==> src/rtl/bcd_fmt_pkg.sv <==
// Shared types and constants for the BCD display formatter.
package bcd_fmt_pkg;

    typedef enum logic [1:0] {
        S_IDLE,
        S_SHIFT,
        S_COMMIT
    } fmt_state_t;

    // ceil(32 * log10(2)) digits, so a full 32-bit count never truncates internally
    localparam int INT_DIGITS = 10;

    localparam logic [3:0] DIGIT_BLANK = 4'hF;
    localparam logic [3:0] DIGIT_MAX   = 4'h9;

endpackage

==> src/rtl/bcd_add3.sv <==
// Double-dabble per-nibble correction: values of 5 and above get 3 added before the shift.
module bcd_add3 (
    input  logic [3:0] nibble,
    output logic [3:0] corrected
);

    assign corrected = (nibble >= 4'd5) ? nibble + 4'd3 : nibble;

endmodule

==> src/rtl/bcd_display_fmt.sv <==
// Throttled sequential binary-to-BCD converter for the max7219 display path.
// Define BCD_LEADING_ZERO_BLANK_EN to commit leading zero digits as code-B blanks.
module bcd_display_fmt
    import bcd_fmt_pkg::*;
#(
    parameter int BIN_W          = 32,
    parameter int DIGITS         = 8,
    parameter int REFRESH_CYCLES = 1000
) (
    input  logic                  clk,
    input  logic                  rst,
    input  logic [BIN_W-1:0]      bin_value,
    input  logic                  load,
    output logic [4*DIGITS-1:0]   bcd_value,
    output logic                  valid,
    output logic                  update,
    output logic                  overflow,
    output logic                  busy
);

    localparam int SCR_W = 4 * INT_DIGITS;
    localparam int CNT_W = $clog2(BIN_W + 1);

    fmt_state_t               state;
    logic [BIN_W-1:0]         shreg;
    logic [SCR_W-1:0]         scratch;
    logic [SCR_W-1:0]         corrected;
    logic [CNT_W-1:0]         bit_cnt;
    logic [31:0]              refresh_cnt;
    logic                     pending;
    logic                     refresh_hit;
    logic                     capture;
    logic                     sat;
    logic [4*DIGITS-1:0]      formatted;

    for (genvar g = 0; g < INT_DIGITS; g++) begin : g_add3
        bcd_add3 u_add3 (
            .nibble    (scratch[4*g +: 4]),
            .corrected (corrected[4*g +: 4])
        );
    end

    assign refresh_hit = (REFRESH_CYCLES == 0) || (refresh_cnt == 32'(REFRESH_CYCLES - 1));
    assign capture     = load || pending || refresh_hit;

    // Saturation and optional blanking are resolved on the finished scratch before commit.
    always_comb begin
`ifdef BCD_LEADING_ZERO_BLANK_EN
        logic lead;
`endif
        sat       = 1'b0;
        formatted = scratch[4*DIGITS-1:0];
        for (int i = DIGITS; i < INT_DIGITS; i++) begin
            if (scratch[4*i +: 4] != 4'd0) begin
                sat = 1'b1;
            end
        end
`ifdef BCD_LEADING_ZERO_BLANK_EN
        lead = 1'b1;
        for (int i = DIGITS - 1; i > 0; i--) begin
            if (scratch[4*i +: 4] != 4'd0) begin
                lead = 1'b0;
            end
            if (lead) begin
                formatted[4*i +: 4] = DIGIT_BLANK;
            end
        end
`endif
        if (sat) begin
            formatted = {DIGITS{DIGIT_MAX}};
        end
    end

    // SHIFT spends one extra cycle after the last shift so the commit lands BIN_W+2 edges after capture.
    always_ff @(posedge clk or posedge rst) begin
        if (rst) begin
            state       <= S_IDLE;
            shreg       <= '0;
            scratch     <= '0;
            bit_cnt     <= '0;
            refresh_cnt <= '0;
            pending     <= 1'b0;
            bcd_value   <= '0;
            valid       <= 1'b0;
            update      <= 1'b0;
            overflow    <= 1'b0;
            busy        <= 1'b0;
        end else begin
            update <= 1'b0;
            busy   <= (state != S_IDLE);
            case (state)
                S_IDLE: begin
                    if (capture) begin
                        shreg       <= bin_value;
                        scratch     <= '0;
                        bit_cnt     <= '0;
                        refresh_cnt <= '0;
                        pending     <= 1'b0;
                        state       <= S_SHIFT;
                    end else begin
                        refresh_cnt <= refresh_cnt + 32'd1;
                    end
                end
                S_SHIFT: begin
                    if (load) begin
                        pending <= 1'b1;
                    end
                    if (bit_cnt == CNT_W'(BIN_W)) begin
                        state <= S_COMMIT;
                    end else begin
                        {scratch, shreg} <= {corrected[SCR_W-2:0], shreg, 1'b0};
                        bit_cnt          <= bit_cnt + 1'b1;
                    end
                end
                S_COMMIT: begin
                    if (load) begin
                        pending <= 1'b1;
                    end
                    bcd_value <= formatted;
                    overflow  <= sat;
                    update    <= 1'b1;
                    valid     <= 1'b1;
                    state     <= S_IDLE;
                end
                default: begin
                    state <= S_IDLE;
                end
            endcase
        end
    end

endmodule

==> config.mk <==
export PLATFORM = sky130hd
export DESIGN_NAME = bcd_display_fmt
export DESIGN_NICKNAME = d
export VERILOG_FILES = /design/src/rtl/bcd_fmt_pkg.sv /design/src/rtl/bcd_add3.sv /design/src/rtl/bcd_display_fmt.sv
export SDC_FILE = /design/constraint.sdc
export NUM_CORES = 1
export LEC_CHECK = 0
export CAP_MARGIN = 20
export CELL_PAD_IN_SITES_DETAIL_PLACEMENT = 0
export CELL_PAD_IN_SITES_GLOBAL_PLACEMENT = 1
export CORE_MARGIN = 5
export CORE_UTILIZATION = 42
export CTS_BUF_LIST = sky130_fd_sc_hd__clkbuf_4
export CTS_CLUSTER_DIAMETER = 120
export DETAILED_ROUTE_END_ITERATION = 10
export PLACE_DENSITY = 0.8
export SYNTH_ARGS = -nofsm -noshare
export SYNTH_HDL_FRONTEND = slang
export SYNTH_SLANG_ARGS = --single-unit
==> constraint.sdc <==
create_clock -name clk -period 5 [get_ports clk]
set_clock_uncertainty 0.2 [all_clocks]
set_input_delay 1 -clock clk [delete_from_list [all_inputs] [get_ports clk]]
set_output_delay 1 -clock clk [all_outputs]
set_load 0.005 [all_outputs]
==> results of run 1 <==
==> cell type report <==
cell class | instances | share of cell area (%)
antenna | 1 | 0.0279
multi-input combinational | 564 | 40.6
timing repair buffer | 80 | 8.92
tap | 229 | 3.19
sequential | 149 | 41.5
clock inverter | 13 | 1.76
inverter | 57 | 2.42
clock buffer | 19 | 1.59
==> cell usage in the layout (no fill, tap or decap), types with 11 or more instances in the layout <==
cell / n
a21oi_1: 38
a22o_1: 27
a31oi_1: 12
clkbuf_4: 19
clkdlybuf4s50_1: 70
dfrtp_1: 149
ha_1: 27
inv_1: 55
mux2i_1: 39
nand2_1: 40
nand2b_1: 11
nand3_1: 88
nand4_1: 11
nor2_1: 40
nor3_1: 23
nor4_1: 11
o21ai_0: 90
xnor2_1: 13
==> logic make-up after synthesis <==
| group | synth area share (%) |
|---|---|
| AOI/OAI and AO/OA | 16.8 |
| and+or+nand+nor | 17.7 |
| muxes | 5.18 |
| buffers and inverters | 5.33 |
| adders and majority gates | 4.68 |
| DFF | 48.1 |
| xor gates and xnor gates | 2.15 |
==> per-layer routing <==
layer / vias to the layer above / global-route usage (%) / share of wire, %
met4: 0 / 4.61 / 0.84
met1: 2909 / 25.9 / 52
li1: 3034 / - / -
met5: - / 0 / 0
met3: 11 / 3.61 / 4.3
met2: 135 / 25.0 / 43
==> flip-flops by register name (all words and copies together), names as in the netlist <==
register     count
scratch         40
bcd_value       32
refresh_cnt     32
shreg           32
bit_cnt          6
state            2
busy             1
overflow         1
pending          1
update           1
valid            1
==> power by group through the flow <==
| stage | registers [mW] | logic, mW | clock network, mW |
|---|---|---|---|
| 6_report | 1.50 | 0.635 | 0.802 |
| 5_1_grt | 1.53 | 0.721 | 0.873 |
| 4_1_cts | 1.51 | 0.646 | 0.826 |
| 3_5_place_dp | 1.53 | 0.646 | 0 |
| 3_3_place_gp | 1.53 | 0.633 | 0 |
| 2_1_floorplan | 1.51 | 0.315 | 0 |
==> critical path: cells and delay by family (launching register included) <==
family                   cells  cell delay (ps)
AO/OA/AOI/OAI                3              590
adder cells (fa/ha/maj)      1              480
buffers and inverters        3             1080
flip-flops                   1              420
AND/OR/NAND/NOR              1              610
==> how the worst max path moves through the flow <==
stage	endpoint	slack, ps
2_1_floorplan	bcd_value[0]	1930
3_3_place_gp	shreg[23]	1520
3_5_place_dp	shreg[9]	1430
4_1_cts	shreg[9]	1380
5_1_grt	shreg[24]	1150
6_report	shreg[9]	1400
==> metrics.txt, run 1 <==
Post-synth EDFFs 0; Yosys reg bits 149; GRT overflow 0; Min Clock Period, post-route 3600 ps; DIE HEIGHT 146 um; pwr dens 328 mW/mm^2; worst hold path endpoint valid; CTS sink cnt 149; core area 0.0181 sq mm; hold buffer count at cts 0; drt pass-1 iters 5; die area 0.0213 sq mm; final worst slack 1400 ps; Reg power frac 51.1%; slowest stage delay, CP 630 ps; per-cell routed wire length 15.9 um; Setup CP Type reg2reg; Worst Hold Class reg2reg; Die Wd 146 um; Post-synth top cells dfrtp_1, o21ai_0, nand3_1, inv_1; multi-input logic area 0.00364 sq mm; VDD IR max 0.000139 V; NetSw 834 uW; drt first-iter violations 423; cells after synthesis 818; largest net degree at the start of global routing 150; post-route cell area 0.00898 sq mm; Final Cycle Share 72.0%; Rows 49; final hold vios 0; max_slew headroom 34.0%; first-pass GRT wire length 30.5 mm; leading area contributor after synthesis dfrtp_1; R2R Path End shreg[9]; max cap viols 0; Antenna Nets Post-Route 0; cells on worst reg2reg path 8; sequential-to-total area share from yosys stat 48.1%; IO buf count 70; leakage 3.97 nW; Setup WS pre-CTS 1430 ps; RSZ-0062 raised after global routing false; clk_lat worst skew 560 ps; Detail Placement HPWL 11.2 mm; worst r2r src state[0]; Synth top area share 48.1%; CTS-repair resized insts 0; CP startpoint kind flip-flop; most common cell in the netlist dfrtp_1; fill count 1714; initial antenna violation count 1; hold slack 282 ps; fmax 278 MHz; Syn. warnings 0; share of cells above drive strength 1 5.90%; Power Internal 2.11 mW; Reg2Reg Setup Slack 1400 ps; switch share 28.3%; placed cells 1078; WP data arrival 3790 ps; Setup crit start state[0]; crit end category flip-flop; syn_nets 882; Crit Path Max Fanout 78; CTS tree done; final routed DRC violation total 0; highest-delay cell along the critical path buf_4; CTS Buf Count 17; Comb power frac 21.6%; worst path cell trace inv_1, ha_1, inv_2, or3_1, a31o_1, o21ai_4, buf_4, o21ai_0; Clock power frac 27.3%; Avg Cell Area, Syn 9.47 sq um; vias in the first global route 5847; IO Pins 71; endpoints failing setup 0; Final nets 933; vias 6089; Post-Place Cell Area 0.00866 sq mm; Post-Synthesis Cell Area 0.00775 sq mm; worst hold stages 1; post-synth cell types 46; htree depth 4; slew at the pin closest to its max-slew limit 990 ps; hold path start valid; TNS Setup 0 ps; register area 0.00373 sq mm; GRT Overall Usage 17.2%; routed wire length 17.7 mm; largest buffer count on any clock path 2; final max-slew violation count 0; ys flop type dfrtp_1; P&R area growth vs syn 15.9%; power consumption 2.94 mW; Via density 5.48; status finished, final reports clean; CTS Root Cell clkbuf_4; gpl congestion 0.808; clk slew on worst S/H paths 130 ps; share of synthesized registers carrying an async set or reset 100%; largest cells by area after synthesis dfrtp_1, o21ai_0, nand3_1, mux2i_1, ha_1; postcts setup bufs 0; fin cells 1112; Initial Util 42.8%; Final Util 49.7%; required time worst endpoint 5190 ps
Note: power is estimated with default switching activity, not from simulation.
==> run 2: changes to the inputs <==
==> constraint.sdc (replaced) <==
create_clock -name clk -period 3.3 [get_ports clk]
set_clock_uncertainty 0.2 [all_clocks]
set_input_delay 0.66 -clock clk [delete_from_list [all_inputs] [get_ports clk]]
set_output_delay 0.66 -clock clk [all_outputs]
set_load 0.005 [all_outputs]
==> metrics.txt, run 2 (synthesis results as in run 1) <==
gpl congestion 0.815; Initial Util 42.8%; Reg2Reg Setup Slack 530 ps; CP startpoint kind flip-flop; status finished, final reports clean; Die Wd 146 um; CTS Buf Count 17; max_slew headroom 39.2%; IO Pins 71; leakage 4.03 nW; postcts setup bufs 0; Largest Register scratch; most common cell after layout, fill and taps aside dfrtp_1; initial antenna violation count 1; CP bufs+invs 3; most used cell along the critical path inv_1; first-pass GRT wire length 30.6 mm; pwr dens 475 mW/mm^2; Final nets 947; final max-slew violation count 0; endpoints failing setup 0; fin cells 1125; fmax 362 MHz; drt pass-1 iters 5; Crit Path Max Fanout 17; Final Util 50.1%; CTS Root Cell clkbuf_4; final hold vios 0; Worst Hold Class reg2reg; GRT Overall Usage 17.2%; slew at the pin closest to its max-slew limit 909 ps; DIE HEIGHT 146 um; TNS Setup 0 ps; Setup CP Type reg2reg; max reg flops 40; largest net degree at the start of global routing 51; per-cell routed wire length 15.9 um; RSZ-0062 raised after global routing false; worst path cell trace inv_1, ha_2, inv_1, a31oi_1, o2111ai_4, buf_4, nand3_1, o21ai_0; Detail Placement HPWL 12.0 mm; hold buffer count at cts 0; IO buf count 70; htree depth 4; CTS sink cnt 149; largest buffer count on any clock path 2; routed wire length 17.9 mm; Final Cycle Share 83.8%; cell family with most CP delay compound AO/OA/AOI/OAI gates; GRT overflow 0; clk_lat worst skew 540 ps; clk slew on worst S/H paths 140 ps; commonest non-fill, non-tap cells in the layout dfrtp_1, o21ai_0, nand3_1, clkdlybuf4s50_1, inv_1; CTS-repair resized insts 0; drt first-iter violations 409; vias in the first global route 5997; placed cells 1093; vias 6195; Min Clock Period, post-route 2770 ps; Antenna Nets Post-Route 0; WP data arrival 2980 ps; share of cells above drive strength 1 7.49%; crit end category flip-flop; power consumption 4.30 mW; core area 0.0181 sq mm; required time worst endpoint 3520 ps; CTS tree done; Via density 5.51; slowest stage delay, CP 670 ps; VDD IR max 0.000166 V; final routed DRC violation total 0; die area 0.0213 sq mm; max cap viols 0; highest-delay cell along the critical path a31oi_1; P&R area growth vs syn 16.9%; Rows 49
[run 2: through the flow]
stage	worst slack (ps)	area, sq um	hold slack [ps]
final	534	9060	285
after global routing	320	9060	325
after CTS	491	9060	290
after detailed placement	416	8810	256
after global placement	451	8810	247
after floorplan	565	7750	262
[run 2: layout make-up]
cell class | count | area [sq um]
Antenna cell | 1 | 2.50
Clock buffer | 19 | 143
Clock inverter | 12 | 106
Fill cell | 1710 | 9030
Inverter | 57 | 218
Multi-Input combinational cell | 564 | 3640
Sequential cell | 149 | 3730
Tap cell | 229 | 287
Timing Repair Buffer | 94 | 931
[run 2: final timing paths]
check | startpoint | endpoint | cells after the start
worst max-delay path | state[1] | shreg[21] | 8
worst min-delay path | valid | valid | 1
worst min register to register | valid | valid | 1
max in group asynchronous | rst | overflow | 3
worst max register to register | state[1] | shreg[21] | 8
min in group asynchronous | rst | refresh_cnt[22] | 2
[run 2: layer usage]
metal	routed length, um	share of wire, %	global-route usage (%)
met1	9020	50	25.4
met2	7980	45	25.8
met3	651	3.6	3.27
met4	236	1.3	4.80
met5	0	0	0
[run 2: power breakdown]
part           total, mW  switching, mW  leakage (nW)  internal [mW]
Sequential          2.29          0.207          1.94           2.08
Combinational      0.967          0.383          1.96          0.584
Clock               1.05          0.665         0.131          0.385
[run 2: worst register-to-register path: stages (launching register included)]
cell       delay [ps]
dfrtp_1           430
inv_1             110
ha_2              200
inv_1              80
a31oi_1           670
o2111ai_4         430
buf_4             340
nand3_1           100
o21ai_0            80
==> run 3: changes to the inputs <==
--- a/config.mk
+++ b/config.mk
@@ -9,7 +9,7 @@
 export CELL_PAD_IN_SITES_DETAIL_PLACEMENT = 0
 export CELL_PAD_IN_SITES_GLOBAL_PLACEMENT = 1
 export CORE_MARGIN = 5
-export CORE_UTILIZATION = 42
+export CORE_UTILIZATION = 44
 export CTS_BUF_LIST = sky130_fd_sc_hd__clkbuf_4
 export CTS_CLUSTER_DIAMETER = 120
 export DETAILED_ROUTE_END_ITERATION = 10
==> constraint.sdc (replaced) <==
create_clock -name clk -period 2.7 [get_ports clk]
set_clock_uncertainty 0.2 [all_clocks]
set_input_delay 0.54 -clock clk [delete_from_list [all_inputs] [get_ports clk]]
set_output_delay 0.54 -clock clk [all_outputs]
set_load 0.005 [all_outputs]
==> metrics.txt, run 3 (synthesis results as in run 1) <==
Final nets 952; P&R area growth vs syn 18.4%; IO Pins 71; Detail Placement HPWL 12.5 mm; DIE HEIGHT 143 um; per-cell routed wire length 16.4 um; pwr dens 592 mW/mm^2; slowest stage delay, CP 460 ps; RSZ-0062 raised after global routing false; max cap viols 0; Min Clock Period, post-route 2610 ps; gpl congestion 0.890; crit end category flip-flop; hold slack 275 ps; die area 0.0204 sq mm; commonest non-fill, non-tap cells in the layout dfrtp_1, o21ai_0, nand3_1, clkdlybuf4s50_1, inv_1; GRT Overall Usage 19.0%; largest net degree at the start of global routing 85; CTS sink cnt 149; hold buffer count at cts 0; Rows 48; Initial Util 44.8%; Largest Register scratch; core area 0.0173 sq mm; CTS Root Cell clkbuf_4; required time worst endpoint 2930 ps; max_slew headroom 58.8%; final max-slew violation count 0; CTS Buf Count 17; endpoints failing setup 0; share of cells above drive strength 1 7.90%; Final Cycle Share 96.8%; VDD IR max 0.000393 V; clk_lat worst skew 560 ps; postcts setup bufs 0; worst r2r src refresh_cnt[26]; Die Wd 143 um; Via density 5.69; first-pass GRT wire length 31.6 mm; status finished, final reports clean; IO buf count 70; most common cell after layout, fill and taps aside dfrtp_1; leakage 4.08 nW; highest-delay cell along the critical path dfrtp_1; fin cells 1125; fmax 383 MHz; largest buffer count on any clock path 2; GRT overflow 0; vias in the first global route 6150; Worst Hold Class in2async; worst path cell trace nor4_1, and4_1, a31o_2, o21ai_4, buf_12, o41ai_1; max reg flops 40; CP startpoint kind flip-flop; final routed DRC violation total 0; CTS tree done; final hold vios 0; initial antenna violation count 1; fill count 1542; Antenna Nets Post-Route 0; Crit Path Max Fanout 25; clk slew on worst S/H paths 120 ps; TNS Setup 0 ps; power consumption 5.43 mW; htree depth 4; WP data arrival 2840 ps; drt pass-1 iters 6; vias 6403; routed wire length 18.5 mm; Setup CP Type reg2reg; Setup crit start refresh_cnt[26]; placed cells 1094; slew at the pin closest to its max-slew limit 614 ps; drt first-iter violations 468
run 3: changes by cell type in the layout (fill, tap and decap cells not counted), moves of 2 or more:
cell       delta
buf_12        +4
clkinv_2      -3
a31oi_2       +2
bufinv_16     +2
clkinv_1      +2
inv_6         -2
run 3: what timing repair did:
| action | in CTS | in global routing |
|---|---|---|
| hold endpoints to repair | 0 | 0 |
| gates cloned | 0 | 0 |
| endpoints found under the setup margin | 3 | 4 |
| resized for setup | 1 | 1 |
run 3: per-stage QoR:
step | cell area (sq um) | setup slack [ps] | util [%]
floorplan | 7750 | 85.0 | -
global placement | 8880 | 90.5 | 51.3
global route | 9170 | 15.2 | 53.0
detailed placement | 8880 | 6.18 | 51.3
CTS | 9170 | 92.3 | 53.0
finish | 9170 | 86.6 | 53.0
run 3: where the power goes:
| group | total, mW | switching [mW] | internal (mW) |
|---|---|---|---|
| sequential | 2.79 | 0.248 | 2.54 |
| combinational | 1.21 | 0.493 | 0.712 |
| clock | 1.44 | 0.780 | 0.656 |
| total | 5.43 | 1.52 | 3.91 |
run 3: metal layers:
metal	GRT usage, %	vias to the layer above	part of all wire [%]
li1	-	3073	-
met4	5.55	0	1.2
met2	28.6	153	45
met5	0	-	0
met3	3.99	18	5.0
met1	27.7	3159	49
run 3: critical path, delay by kind of cell, from the launching register on:
family / cells / cell delay, ps
flip-flops: 1 / 460
AND/OR/NAND/NOR: 2 / 780
AO/OA/AOI/OAI: 3 / 860
buffers and inverters: 1 / 190
run 3: path summary, 6_finish.rpt:
kind	cells past startpoint	slack (ps)	end
setup / recovery	6	90	scratch[12]
hold / removal	3	270	busy
setup reg to reg	6	90	scratch[12]
hold reg to reg	1	280	valid
max in group asynchronous	3	1640	shreg[23]
min in group clk	1	280	valid
run 3: layout make-up:
type	instances	area [sq um]	share of cell area (%)
repair buffers	99	1020	11.1
well taps	225	282	3.07
multi-input cells	564	3640	39.7
inverters	57	218	2.37
clock inverters	10	134	1.46
clock buffers	20	150	1.64
diodes	1	2.50	0.0273
flip-flops and latches	149	3730	40.6
